===== src/rtl/wb_stage_mc_if.sv =====
// MEM-to-WB bundle, regfile/HI/LO writeback and debug trace signals of the multi-lane WB stage.
interface wb_stage_mc_if #(
    parameter int LANES   = 2,
    parameter int DATA_W  = 32,
    parameter int ADDR_W  = 5,
    parameter int STALL_W = 6
);
    logic [STALL_W-1:0]       stall;
    logic [LANES-1:0]         mem_valid;
    logic [LANES*32-1:0]      mem_pc;
    logic [LANES-1:0]         mem_rf_we;
    logic [LANES*ADDR_W-1:0]  mem_rf_waddr;
    logic [LANES*DATA_W-1:0]  mem_rf_wdata;
    logic                     mem_hi_we;
    logic                     mem_lo_we;
    logic [DATA_W-1:0]        mem_hi;
    logic [DATA_W-1:0]        mem_lo;

    logic [LANES-1:0]         rf_we;
    logic [LANES*ADDR_W-1:0]  rf_waddr;
    logic [LANES*DATA_W-1:0]  rf_wdata;
    logic                     hi_we;
    logic                     lo_we;
    logic [DATA_W-1:0]        hi_o;
    logic [DATA_W-1:0]        lo_o;
    logic                     stallreq_wb;
    logic                     trace_ovf;
    logic [31:0]              debug_wb_pc;
    logic [3:0]               debug_wb_rf_wen;
    logic [ADDR_W-1:0]        debug_wb_rf_wnum;
    logic [DATA_W-1:0]        debug_wb_rf_wdata;

    modport slave (
        input  stall, mem_valid, mem_pc, mem_rf_we, mem_rf_waddr, mem_rf_wdata,
               mem_hi_we, mem_lo_we, mem_hi, mem_lo,
        output rf_we, rf_waddr, rf_wdata, hi_we, lo_we, hi_o, lo_o, stallreq_wb,
               trace_ovf, debug_wb_pc, debug_wb_rf_wen, debug_wb_rf_wnum, debug_wb_rf_wdata
    );

    modport master (
        output stall, mem_valid, mem_pc, mem_rf_we, mem_rf_waddr, mem_rf_wdata,
               mem_hi_we, mem_lo_we, mem_hi, mem_lo,
        input  rf_we, rf_waddr, rf_wdata, hi_we, lo_we, hi_o, lo_o, stallreq_wb,
               trace_ovf, debug_wb_pc, debug_wb_rf_wen, debug_wb_rf_wnum, debug_wb_rf_wdata
    );
endinterface


===== src/rtl/wb_stage_mc.sv =====
// Multi-lane writeback stage: regfile/HI/LO valid 1 cycle after capture, trace head 1 cycle after push.
// Raises stallreq_wb when the trace FIFO cannot take a full bundle; excess pushes are dropped youngest first.
module wb_stage_mc #(
    parameter int LANES       = 2,
    parameter int DATA_W      = 32,
    parameter int ADDR_W      = 5,
    parameter int TRACE_DEPTH = 8,
    parameter int STALL_W     = 6
) (
    input  logic          clk,
    input  logic          rst,
    wb_stage_mc_if.slave  bus
);
    localparam int PW = $clog2(TRACE_DEPTH);
    localparam int CW = PW + 1;

    typedef struct packed {
        logic [LANES-1:0]        valid;
        logic [LANES*32-1:0]     pc;
        logic [LANES-1:0]        we;
        logic [LANES*ADDR_W-1:0] waddr;
        logic [LANES*DATA_W-1:0] wdata;
        logic                    hi_we;
        logic                    lo_we;
        logic [DATA_W-1:0]       hi;
        logic [DATA_W-1:0]       lo;
    } bundle_t;

    typedef struct packed {
        logic [31:0]       pc;
        logic              we;
        logic [ADDR_W-1:0] waddr;
        logic [DATA_W-1:0] wdata;
    } trace_t;

    bundle_t          bndl_q, bndl_d;
    logic             capture_w, bubble_w;
    logic [LANES-1:0] rf_we_w;

    trace_t           fifo_q [TRACE_DEPTH];
    trace_t           push_ent [LANES];
    logic [PW-1:0]    push_idx [LANES];
    logic [LANES-1:0] push_en;
    logic [PW-1:0]    wr_ptr_q, wr_ptr_d, rd_ptr_q, rd_ptr_d;
    logic [CW-1:0]    count_q, count_d, free_w, n_push;
    logic             pop_w, drop_w, ovf_q;
    trace_t           head_w;
    logic             empty_w;

    assign capture_w = ~bus.stall[4];
    assign bubble_w  = bus.stall[4] & ~bus.stall[5];

    always_comb begin
        bndl_d = bndl_q;
        if (bubble_w) begin
            bndl_d = '0;
        end else if (capture_w) begin
            bndl_d.valid = bus.mem_valid;
            bndl_d.pc    = bus.mem_pc;
            bndl_d.we    = bus.mem_rf_we;
            bndl_d.waddr = bus.mem_rf_waddr;
            bndl_d.wdata = bus.mem_rf_wdata;
            bndl_d.hi_we = bus.mem_hi_we;
            bndl_d.lo_we = bus.mem_lo_we;
            bndl_d.hi    = bus.mem_hi;
            bndl_d.lo    = bus.mem_lo;
        end
    end

    always_ff @(posedge clk or negedge rst) begin
        if (!rst) bndl_q <= '0;
        else      bndl_q <= bndl_d;
    end

    // A lane loses its write if any younger lane targets the same register.
    always_comb begin
        rf_we_w = '0;
        for (int i = 0; i < LANES; i++) begin
            rf_we_w[i] = bndl_q.valid[i] & bndl_q.we[i] &
                         (bndl_q.waddr[i*ADDR_W +: ADDR_W] != '0);
            for (int j = i + 1; j < LANES; j++) begin
                if (bndl_q.valid[j] && bndl_q.we[j] &&
                    bndl_q.waddr[j*ADDR_W +: ADDR_W] == bndl_q.waddr[i*ADDR_W +: ADDR_W])
                    rf_we_w[i] = 1'b0;
            end
        end
    end

    assign bus.rf_we    = rf_we_w;
    assign bus.rf_waddr = bndl_q.waddr;
    assign bus.rf_wdata = bndl_q.wdata;
    assign bus.hi_we    = bndl_q.hi_we & bndl_q.valid[0];
    assign bus.lo_we    = bndl_q.lo_we & bndl_q.valid[0];
    assign bus.hi_o     = bndl_q.valid[0] ? bndl_q.hi : '0;
    assign bus.lo_o     = bndl_q.valid[0] ? bndl_q.lo : '0;

    // Free space counts this cycle's pop, so a full FIFO still accepts one entry.
    always_comb begin
        pop_w   = (count_q != '0);
        free_w  = CW'(TRACE_DEPTH) - count_q + CW'(pop_w);
        n_push  = '0;
        drop_w  = 1'b0;
        push_en = '0;
        for (int i = 0; i < LANES; i++) begin
            push_ent[i].pc    = bus.mem_pc[i*32 +: 32];
            push_ent[i].we    = bus.mem_rf_we[i] & (bus.mem_rf_waddr[i*ADDR_W +: ADDR_W] != '0);
            push_ent[i].waddr = bus.mem_rf_waddr[i*ADDR_W +: ADDR_W];
            push_ent[i].wdata = bus.mem_rf_wdata[i*DATA_W +: DATA_W];
            push_idx[i]       = wr_ptr_q + n_push[PW-1:0];
            if (capture_w && bus.mem_valid[i]) begin
                if (n_push < free_w) begin
                    push_en[i] = 1'b1;
                    n_push     = n_push + CW'(1);
                end else begin
                    drop_w = 1'b1;
                end
            end
        end
        wr_ptr_d = wr_ptr_q + n_push[PW-1:0];
        rd_ptr_d = rd_ptr_q + PW'(pop_w);
        count_d  = count_q + n_push - CW'(pop_w);
    end

    always_ff @(posedge clk) begin
        for (int i = 0; i < LANES; i++) begin
            if (push_en[i]) fifo_q[push_idx[i]] <= push_ent[i];
        end
    end

    always_ff @(posedge clk or negedge rst) begin
        if (!rst) begin
            wr_ptr_q <= '0;
            rd_ptr_q <= '0;
            count_q  <= '0;
            ovf_q    <= 1'b0;
        end else begin
            wr_ptr_q <= wr_ptr_d;
            rd_ptr_q <= rd_ptr_d;
            count_q  <= count_d;
            ovf_q    <= ovf_q | drop_w;
        end
    end

    assign empty_w = (count_q == '0);
    assign head_w  = fifo_q[rd_ptr_q];

    assign bus.stallreq_wb       = (CW'(TRACE_DEPTH) - count_q) < CW'(LANES);
    assign bus.trace_ovf         = ovf_q;
    assign bus.debug_wb_pc       = empty_w ? '0 : head_w.pc;
    assign bus.debug_wb_rf_wen   = {4{head_w.we & ~empty_w}};
    assign bus.debug_wb_rf_wnum  = empty_w ? '0 : head_w.waddr;
    assign bus.debug_wb_rf_wdata = empty_w ? '0 : head_w.wdata;
endmodule

===== src/flat_wrapper.sv =====
// flat-port wrapper written by rule: the top's interface ports become plain ports
module wb_stage_mc_flat 
#(
    parameter int LANES       = 2,
    parameter int DATA_W      = 32,
    parameter int ADDR_W      = 5,
    parameter int TRACE_DEPTH = 8,
    parameter int STALL_W     = 6
)
  (clk, rst, bus_stall, bus_mem_valid, bus_mem_pc, bus_mem_rf_we, bus_mem_rf_waddr, bus_mem_rf_wdata, bus_mem_hi_we, bus_mem_lo_we, bus_mem_hi, bus_mem_lo, bus_rf_we, bus_rf_waddr, bus_rf_wdata, bus_hi_we, bus_lo_we, bus_hi_o, bus_lo_o, bus_stallreq_wb, bus_trace_ovf, bus_debug_wb_pc, bus_debug_wb_rf_wen, bus_debug_wb_rf_wnum, bus_debug_wb_rf_wdata);
  wb_stage_mc_if #(.LANES(LANES), .DATA_W(DATA_W), .ADDR_W(ADDR_W), .STALL_W(STALL_W)) bus_i ();
  input  logic clk;
  input  logic rst;
  input wire logic [$bits(bus_i.stall)-1:0] bus_stall;
  input wire logic [$bits(bus_i.mem_valid)-1:0] bus_mem_valid;
  input wire logic [$bits(bus_i.mem_pc)-1:0] bus_mem_pc;
  input wire logic [$bits(bus_i.mem_rf_we)-1:0] bus_mem_rf_we;
  input wire logic [$bits(bus_i.mem_rf_waddr)-1:0] bus_mem_rf_waddr;
  input wire logic [$bits(bus_i.mem_rf_wdata)-1:0] bus_mem_rf_wdata;
  input wire logic [$bits(bus_i.mem_hi_we)-1:0] bus_mem_hi_we;
  input wire logic [$bits(bus_i.mem_lo_we)-1:0] bus_mem_lo_we;
  input wire logic [$bits(bus_i.mem_hi)-1:0] bus_mem_hi;
  input wire logic [$bits(bus_i.mem_lo)-1:0] bus_mem_lo;
  output wire logic [$bits(bus_i.rf_we)-1:0] bus_rf_we;
  output wire logic [$bits(bus_i.rf_waddr)-1:0] bus_rf_waddr;
  output wire logic [$bits(bus_i.rf_wdata)-1:0] bus_rf_wdata;
  output wire logic [$bits(bus_i.hi_we)-1:0] bus_hi_we;
  output wire logic [$bits(bus_i.lo_we)-1:0] bus_lo_we;
  output wire logic [$bits(bus_i.hi_o)-1:0] bus_hi_o;
  output wire logic [$bits(bus_i.lo_o)-1:0] bus_lo_o;
  output wire logic [$bits(bus_i.stallreq_wb)-1:0] bus_stallreq_wb;
  output wire logic [$bits(bus_i.trace_ovf)-1:0] bus_trace_ovf;
  output wire logic [$bits(bus_i.debug_wb_pc)-1:0] bus_debug_wb_pc;
  output wire logic [$bits(bus_i.debug_wb_rf_wen)-1:0] bus_debug_wb_rf_wen;
  output wire logic [$bits(bus_i.debug_wb_rf_wnum)-1:0] bus_debug_wb_rf_wnum;
  output wire logic [$bits(bus_i.debug_wb_rf_wdata)-1:0] bus_debug_wb_rf_wdata;
  assign bus_i.stall = bus_stall;
  assign bus_i.mem_valid = bus_mem_valid;
  assign bus_i.mem_pc = bus_mem_pc;
  assign bus_i.mem_rf_we = bus_mem_rf_we;
  assign bus_i.mem_rf_waddr = bus_mem_rf_waddr;
  assign bus_i.mem_rf_wdata = bus_mem_rf_wdata;
  assign bus_i.mem_hi_we = bus_mem_hi_we;
  assign bus_i.mem_lo_we = bus_mem_lo_we;
  assign bus_i.mem_hi = bus_mem_hi;
  assign bus_i.mem_lo = bus_mem_lo;
  assign bus_rf_we = bus_i.rf_we;
  assign bus_rf_waddr = bus_i.rf_waddr;
  assign bus_rf_wdata = bus_i.rf_wdata;
  assign bus_hi_we = bus_i.hi_we;
  assign bus_lo_we = bus_i.lo_we;
  assign bus_hi_o = bus_i.hi_o;
  assign bus_lo_o = bus_i.lo_o;
  assign bus_stallreq_wb = bus_i.stallreq_wb;
  assign bus_trace_ovf = bus_i.trace_ovf;
  assign bus_debug_wb_pc = bus_i.debug_wb_pc;
  assign bus_debug_wb_rf_wen = bus_i.debug_wb_rf_wen;
  assign bus_debug_wb_rf_wnum = bus_i.debug_wb_rf_wnum;
  assign bus_debug_wb_rf_wdata = bus_i.debug_wb_rf_wdata;
  wb_stage_mc #(.LANES(LANES), .DATA_W(DATA_W), .ADDR_W(ADDR_W), .TRACE_DEPTH(TRACE_DEPTH), .STALL_W(STALL_W)) u_core (.clk(clk), .rst(rst), .bus(bus_i));
endmodule

===== config.mk =====
export PLATFORM = sky130hd
export DESIGN_NAME = wb_stage_mc_flat
export DESIGN_NICKNAME = d
export VERILOG_FILES = /design/src/rtl/wb_stage_mc_if.sv /design/src/rtl/wb_stage_mc.sv /design/src/flat_wrapper.sv
export SDC_FILE = /design/constraint.sdc
export NUM_CORES = 1
export LEC_CHECK = 0
export CORE_MARGIN = 2
export CORE_UTILIZATION = 51
export CTS_CLUSTER_SIZE = 12
export DETAILED_ROUTE_END_ITERATION = 8
export PLACE_DENSITY = 0.77
export SETUP_SLACK_MARGIN = 0.2
export SYNTH_ARGS = -nofsm -noshare
export SYNTH_HDL_FRONTEND = slang
export SYNTH_SLANG_ARGS = --single-unit
export TNS_END_PERCENT = 20

===== constraint.sdc =====
create_clock -name clk -period 8.3 [get_ports clk]
set_input_delay 1.66 -clock clk [delete_from_list [all_inputs] [get_ports clk]]
set_output_delay 1.66 -clock clk [all_outputs]
set_load 0.05 [all_outputs]

== Yosys cells after proc, flatten, opt, wreduce, memory -nomap -nowiden ==
Memories as Yosys holds them, arrays and structs flattened.
Index checks and enable logic that the tools add are counted.
Widths: inputs -> output; s select.
Word-level totals
  memory bits (writable): 560
  bits in registers: 155
  logic and storage cells: 74
  memories: 1
Operators by class
  equal/unequal tests: 2
  bitwise operators: 14
  reductions and logical operators: 10
  multiplexer cells: 24
  $lt $le $gt $ge: 3
  add/subtract/negate cells: 8
Memories
  u_core.fifo_q: words 8, width 70, read ports 1, clocked after memory_dff 0, write ports 2, RTL line wb_stage_mc.sv:40  | trace_t fifo_q [TRACE_DEPTH];
Operator list (count)
  $mux 208: 2
  $mux 32: 4
  $reduce_bool 5->1: 4
  $mux 1: 14
  $mux 4: 3
  $and 1x1->1: 10
  $add 3x3->3: 2
  $eq 5x5->1: 1
  $mux 5: 1
  $add 4x1->4: 1
  $add 4x1->4 const B: 1
  $add 4x4->4: 1
  $logic_and 1x1->1: 4
  $logic_not 4->1: 1
  $lt 1x4->1 const A: 1
  $lt 4x2->1 const B: 1
  $lt 4x4->1: 1
  $reduce_bool 4->1: 1
  $sub 4x1->4: 1
  $sub 4x4->4 const A: 1
  $add 3x1->3: 1
  $not 1->1: 3
  $ne 2x1->1 const B: 1
  $or 1x1->1: 1

== Depth between registers and ports, before layout ==
Gate-level depths: netlist of run 1.
  word-level depth: 10
  mapped depth: 18
  mapped depth without buffers: 16

== Worst setup path before layout of run 1 ==
No wires, ideal clock.
  kind: input port to flip-flop
  start: input port bus_stall[4]
  end: memory u_core.fifo_q[7][0] (netlist bit), enable pin
  buffers on the path: 2
  setup time: 0.595 ns
  arrival: 7.238 ns
  path slack: 0.468 ns
  stages on the path: 5
  data required time: 7.705 ns
  cells stage by stage: clkbuf_1 clkbuf_1 nor2b_1 nand3_1 o21ai_0
RTL lines
  start, declared: RTL line flat_wrapper.sv:14  | input wire logic [$bits(bus_i.stall)-1:0] bus_stall;
  end, declared: RTL line wb_stage_mc.sv:40

==> impl_metrics.env, run 1 <==
export IMPL_vdd_drop_max_mv=0.217
export IMPL_outcome="finished, final reports clean"
export IMPL_nNetsFinal=2932
export IMPL_power_frac_clock_pct=24.3
export IMPL_wl_per_cell_microns=25.4
export IMPL_pwr_share_seq_pct=35.6
export IMPL_cpMostUsedCell="ha_1"
export IMPL_fin_crit_ns=6.06
export IMPL_hpwl_microns=54000
export IMPL_timing_slew_headroom_pct=20.9
export IMPL_critical_path_max_stage_delay_ns=0.93
export IMPL_yosys_warnings=0
export IMPL_p_leak_uw=0.0152
export IMPL_rsz0062_at_grt="false"
export IMPL_dp_cells=3549
export IMPL_ctsHoldBuffers=0
export IMPL_p_int_uw=8710
export IMPL_reg2reg_slack_ns=2.24
export IMPL_firstDrtPassIters=6
export IMPL_antenna_found_initial=3
export IMPL_final_area_sq_mm=0.0422
export IMPL_drc=0
export IMPL_required_ns=8.53
export IMPL_setup_violations_final=0
export IMPL_cts_tree="done"
export IMPL_fin_hold_ws_ns=0.478
export IMPL_grt_pass1_vias=23000
export IMPL_clk_pin_slew_ns=0.06
export IMPL_post_synth_top_count_cell="edfxtp_1"
export IMPL_detailedRoute_firstIterationViolations=1750
export IMPL_core_area_sq_mm=0.0686
export IMPL_place_area_sq_mm=0.0397
export IMPL_crit_type="register to register"
export IMPL_cts_root_buf="clkbuf_16"
export IMPL_min_to="u_core.bus.rf_wdata[32]"
export IMPL_dieArea_sq_mm=0.0713
export IMPL_die_h_microns=267
export IMPL_ys_seq_area_share_pct=58.7
export IMPL_syn2layout_area_growth_pct=19.6
export IMPL_reg2reg_depth=14
export IMPL_slew_violations=0
export IMPL_vias=21700
export IMPL_grt_max_degree=112
export IMPL_die_x_microns=267
export IMPL_endpoint_kind="register"
export IMPL_synth_commonest_cells="560 x edfxtp_1, 374 x mux2i_1, 186 x mux2_1"
export IMPL_routed_wl_microns=93800
export IMPL_num_rows=96
export IMPL_netlist_area_sq_mm=0.0353
export IMPL_final_layout_size_suffix_gt1_share_pct=13.8
export IMPL_combPwrFrac_pct=40.1
export IMPL_synth_simple_area_share_pct=4.33
export IMPL_synthAdderAreaFrac_pct=0.645
export IMPL_cp_num_buf_inv=3
export IMPL_min_path_cells=2
export IMPL_worstMarginPinSlew_ns=1.19
export IMPL_hold_start="u_core.bus.rf_wdata[32]"
export IMPL_period_share_pct=73.0
export IMPL_pin_count=433
export IMPL_ys_async_sr_fraction_pct=21.7
export IMPL_synth_area_top_cells="edfxtp_1 48%, dfrtp_1 11%, mux2i_1 11%, mux4_2 8.9%, mux2_1 5.9%"
export IMPL_clock_sinks=715
export IMPL_synth_top_family_by_area="multiplexers"
export IMPL_overflow=0
export IMPL_yosys_most_used_dff="edfxtp_1"
export IMPL_r2r_end="u_core.fifo_q[0][9]"
export IMPL_clk_insertion_delay_late_ns=0.62
export IMPL_synth_nets=2627
export IMPL_start_util_pct=51.4
export IMPL_fin_cells=3695
export IMPL_synth_edff_count=560
export IMPL_cts_buffers=79
export IMPL_synthCells=2394
export IMPL_critPathTopFamily="simple AND/OR/NAND/NOR gates"
export IMPL_route_antenna_remaining_nets=0
export IMPL_gp_congestion=0.788
export IMPL_fmax_ghz=0.165
export IMPL_synth_avg_cell_area_sq_um=14.7
export IMPL_tns_ns=0
export IMPL_track_usage_pct=26.4
export IMPL_r2r_start="u_core.count_q[0]"
export IMPL_switching_share_pct=37.6
export IMPL_finalHoldViolations=0
export IMPL_clock_tree_buffer_depth=3
export IMPL_htree_levels=3
export IMPL_synth_xor_area_share_pct=0.348
export IMPL_cp_start_kind="register"
export IMPL_p_per_area_mw_per_mm2=331
export IMPL_crit_slowest_cell="buf_4"
export IMPL_switchingPower_uw=5260
export IMPL_synth_top_area_share_pct=47.7
export IMPL_clock_skew_ns=0.0157
export IMPL_port_buffers=428
export IMPL_cts_resized=0
export IMPL_ys_ff_latch=715
export IMPL_crit_fanout=54
export IMPL_ys_types=46
export IMPL_synth_top_area_cell="edfxtp_1"
export IMPL_cap_violations=0
export IMPL_crit_chain="inv_1 > ha_1 > and2_4 > inv_1 > ha_1 > a311oi_2 > o2111ai_1 > and2_1 > ha_1 > ha_1 > nor3_1 > and3_4 > o21bai_4 > buf_4"
export IMPL_viasPerCell=5.86
export IMPL_worstPathArrival_ns=6.29
export IMPL_grt_first_pass_wirelength_microns=140000
export IMPL_postCtsSetupBuffers=0
export IMPL_hold_path_class="register to register"
export IMPL_synth_compound_area_share_pct=2.57
export IMPL_synthMuxAreaShare_pct=27.7
## layout by cell type, fill, tap and decap left out, types with 3 or more instances in the layout
cell type,n
edfxtp_1,560
clkdlybuf4s50_1,425
mux2i_1,374
mux2_1,186
dfrtp_1,152
o21ai_0,144
mux4_2,140
nand2_1,91
clkbuf_16,82
inv_1,80
clkinv_1,76
nor2_1,75
mux2_2,70
and2_1,67
nand3_1,64
clkbuf_1,28
buf_4,26
clkbuf_8,17
ha_1,15
clkinv_2,10
xor2_1,8
xnor2_1,6
and3_4,6
o21bai_4,6
buf_12,4
nand2b_1,3
dfrtp_4,3
## cell families (layout without fill, tap and decap cells)
group,count (synthesis),in the layout
simple gates,323,323
buf+inv,388,756
fa+ha+maj,17,17
flops,715,715
compound gates,167,167
xor+xnor,14,14
other cells,0,2
mux,770,770
## sequential cells by signal, indices dropped and copies added (netlist names)
signal	count
u_core.bus.rf_wdata	64
u_core.bus.trace_ovf	1
u_core.count_q	4
u_core.wr_ptr_q	3
u_core.bndl_q	70
u_core.bus.rf_waddr	10
u_core.fifo_q	560
u_core.rd_ptr_q	3
## final cells by class
cell class | instances | area, sq um
diodes | 2 | 5.00
fillers | 5110 | 26400
repair buffers | 458 | 4560
well taps | 931 | 1160
inverters | 154 | 578
clock buffers | 127 | 2390
flip-flops and latches | 715 | 20700
multi-input cells | 1291 | 12700
clock inverters | 17 | 105
## through the flow
step                setup slack [ns]  total power, uW  util [%]
detailed placement              2.19            10700      57.9
floorplan                      0.468             8870         -
global route                    1.88            14500      61.5
finish                          2.24            14000      61.5
global placement                2.26            10600      57.9
CTS                             2.20            14100      61.5
## layer usage
metal	track usage, %	routed length (microns)
met3	5.51	6630
met1	32.4	36500
met2	46.5	48300
met4	8.53	2350
met5	0	26
## power by group through the flow
| stage | clock network, uW | registers, uW | logic (uW) |
|---|---|---|---|
| finish | 3390 | 4970 | 5610 |
| global route | 3580 | 5020 | 5910 |
| CTS | 3440 | 4980 | 5660 |
| detailed placement | 0 | 5040 | 5640 |
| global placement | 0 | 5000 | 5570 |
| floorplan | 0 | 4850 | 4020 |
## how the worst max path moves through the flow
stage / start / to / slack [ns] / cells past startpoint
after floorplan: bus_stall[4] / u_core.fifo_q[7][0] / 0.47 / 5
after global placement: bus_stall[4] / u_core.fifo_q[1][21] / 2.26 / 9
after detailed placement: bus_stall[4] / u_core.fifo_q[0][17] / 2.19 / 9
after CTS: u_core.count_q[0] / u_core.fifo_q[1][29] / 2.20 / 14
after global routing: u_core.count_q[0] / u_core.fifo_q[0][44] / 1.88 / 14
final: u_core.count_q[0] / u_core.fifo_q[0][9] / 2.24 / 14
## tightest hold or removal path, cell delays in order, from the launching register on
cell     delay (ns)
dfrtp_1        0.34
nand2_1        0.05
o21ai_0        0.06
Note: power is estimated with default switching activity, not from simulation.
==> run 2: changes to the inputs <==
==> constraint.sdc (replaced) <==
create_clock -name clk -period 5.3 [get_ports clk]
set_input_delay 1.06 -clock clk [delete_from_list [all_inputs] [get_ports clk]]
set_output_delay 1.06 -clock clk [all_outputs]
set_load 0.05 [all_outputs]
==> impl_metrics.env, run 2 (same netlist as run 1, synthesis figures left out) <==
export IMPL_clock_skew_ns=0.0238
export IMPL_cts_tree="done"
export IMPL_p_per_area_mw_per_mm2=516
export IMPL_slew_violations=0
export IMPL_power_uw=21900
export IMPL_firstDrtPassIters=6
export IMPL_period_share_pct=90.3
export IMPL_cts_root_buf="clkbuf_16"
export IMPL_cts_buffers=78
export IMPL_drc=0
export IMPL_core_area_sq_mm=0.0686
export IMPL_die_h_microns=267
export IMPL_grt_pass1_vias=23000
export IMPL_worstMarginPinSlew_ns=1.13
export IMPL_crit_type="register to output pin"
export IMPL_route_antenna_remaining_nets=0
export IMPL_rsz0062_at_grt="false"
export IMPL_vdd_drop_max_mv=0.416
export IMPL_pin_count=433
export IMPL_reg2reg_slack_ns=0.92
export IMPL_wl_per_cell_microns=25.2
export IMPL_endpoint_kind="output pin"
export IMPL_clock_tree_buffer_depth=3
export IMPL_outcome="finished, final reports clean"
export IMPL_final_common_cell="edfxtp_1"
export IMPL_port_buffers=428
export IMPL_grt_first_pass_wirelength_microns=140000
export IMPL_viasPerCell=5.85
export IMPL_num_rows=96
export IMPL_hpwl_microns=54300
export IMPL_detailedRoute_firstIterationViolations=1774
export IMPL_clk_insertion_delay_late_ns=0.61
export IMPL_die_x_microns=267
export IMPL_p_leak_uw=0.0153
export IMPL_gp_congestion=0.774
export IMPL_nFillCells=5091
export IMPL_crit_fanout=54
export IMPL_dieArea_sq_mm=0.0713
export IMPL_fmax_ghz=0.209
export IMPL_grt_max_degree=129
export IMPL_clock_sinks=715
export IMPL_required_ns=4.24
export IMPL_antenna_found_initial=3
export IMPL_fin_crit_ns=4.78
export IMPL_track_usage_pct=26.4
export IMPL_worstPathArrival_ns=3.72
export IMPL_layout_common_cells="560 x edfxtp_1, 425 x clkdlybuf4s50_1, 374 x mux2i_1, 186 x mux2_1, 152 x dfrtp_1"
export IMPL_routed_wl_microns=93400
export IMPL_syn2layout_area_growth_pct=20.3
export IMPL_overflow=0
export IMPL_vias=21700
export IMPL_largest_reg_flops=560
export IMPL_hold_path_class="register to register"
export IMPL_setup_violations_final=0
export IMPL_ctsHoldBuffers=0
export IMPL_cp_start_kind="register"
export IMPL_final_layout_size_suffix_gt1_share_pct=14.0
export IMPL_seq_area_sq_mm=0.0207
export IMPL_timing_slew_headroom_pct=24.4
export IMPL_cts_resized=0
export IMPL_clk_pin_slew_ns=0.06
export IMPL_nNetsFinal=2948
export IMPL_htree_levels=3
export IMPL_start_util_pct=51.4
export IMPL_finalHoldViolations=0
export IMPL_fin_hold_ws_ns=0.483
export IMPL_postCtsSetupBuffers=0
export IMPL_multi_input_area_sq_mm=0.0127
export IMPL_cap_violations=0
==> run 2: changes by cell type in the layout (fill, tap and decap cells not counted), sizes merged <==
cell	delta
buf	+17
bufinv	+3
clkbuf	-11
clkinv	+3
clkinvlp	+1
diode	-1
inv	-2
==> run 2: where the power goes <==
group	leakage (uW)	internal (uW)	switching, uW
sequential	0.00702	7190	514
clock	0.00117	3030	2180
combinational	0.00705	3460	5530
total	0.0153	13700	8220
==> run 2: cell type report <==
cell class,count,area share [%]
Clock buffer,116,5.23
Clock inverter,22,0.439
Multi-Input combinational cell,1291,29.9
Sequential cell,715,48.8
Timing Repair Buffer,475,11.5
Antenna cell,1,0.00590
Inverter,154,1.36
Tap cell,931,2.75
==> run 2: worst paths after layout <==
| kind | cells after the start | start | end |
|---|---|---|---|
| worst max-delay path | 5 | u_core.rd_ptr_q[1] | bus_debug_wb_rf_wdata[25] |
| worst min-delay path | 2 | u_core.bus.rf_wdata[37] | u_core.bus.rf_wdata[37] |
| worst max register to register | 14 | u_core.count_q[0] | u_core.fifo_q[0][46] |
| worst min register to register | 2 | u_core.bus.rf_wdata[37] | u_core.bus.rf_wdata[37] |
| max in group asynchronous | 2 | rst | u_core.bndl_q[2] |
| min in group asynchronous | 1 | rst | u_core.bndl_q[38] |
==> run 2: metrics by stage <==
step           cells  TNS, ns  utilization (%)  setup slack [ns]  area [sq um]
2_1_floorplan   2394  -350.89                -            -0.737         35300
3_3_place_gp    3566        0             58.4              1.07         40000
3_5_place_dp    3566        0             58.4             0.948         40000
4_1_cts         3704        0             61.9             0.496         42400
5_1_grt         3705        0             61.9             0.439         42400
6_report        3705        0             61.9             0.516         42400
==> run 2: critical path: stages, from the launching register on <==
cell,delay [ns]
dfrtp_4,1.06
buf_4,0.51
mux4_2,0.29
mux2i_1,0.07
nor2_1,0.26
clkdlybuf4s50_1,0.86
==> run 2: routing by layer <==
metal  vias up  global-route usage [%]  wire length [microns]  share of wire, %
met5         -                       0                     26             0.028
met4         4                    8.79                   2540               2.7
met3       168                    5.17                   6910               7.4
met2       864                    45.9                  47300                51
met1     11100                    33.1                  36600                39
li1       9488                       -                      -                 -
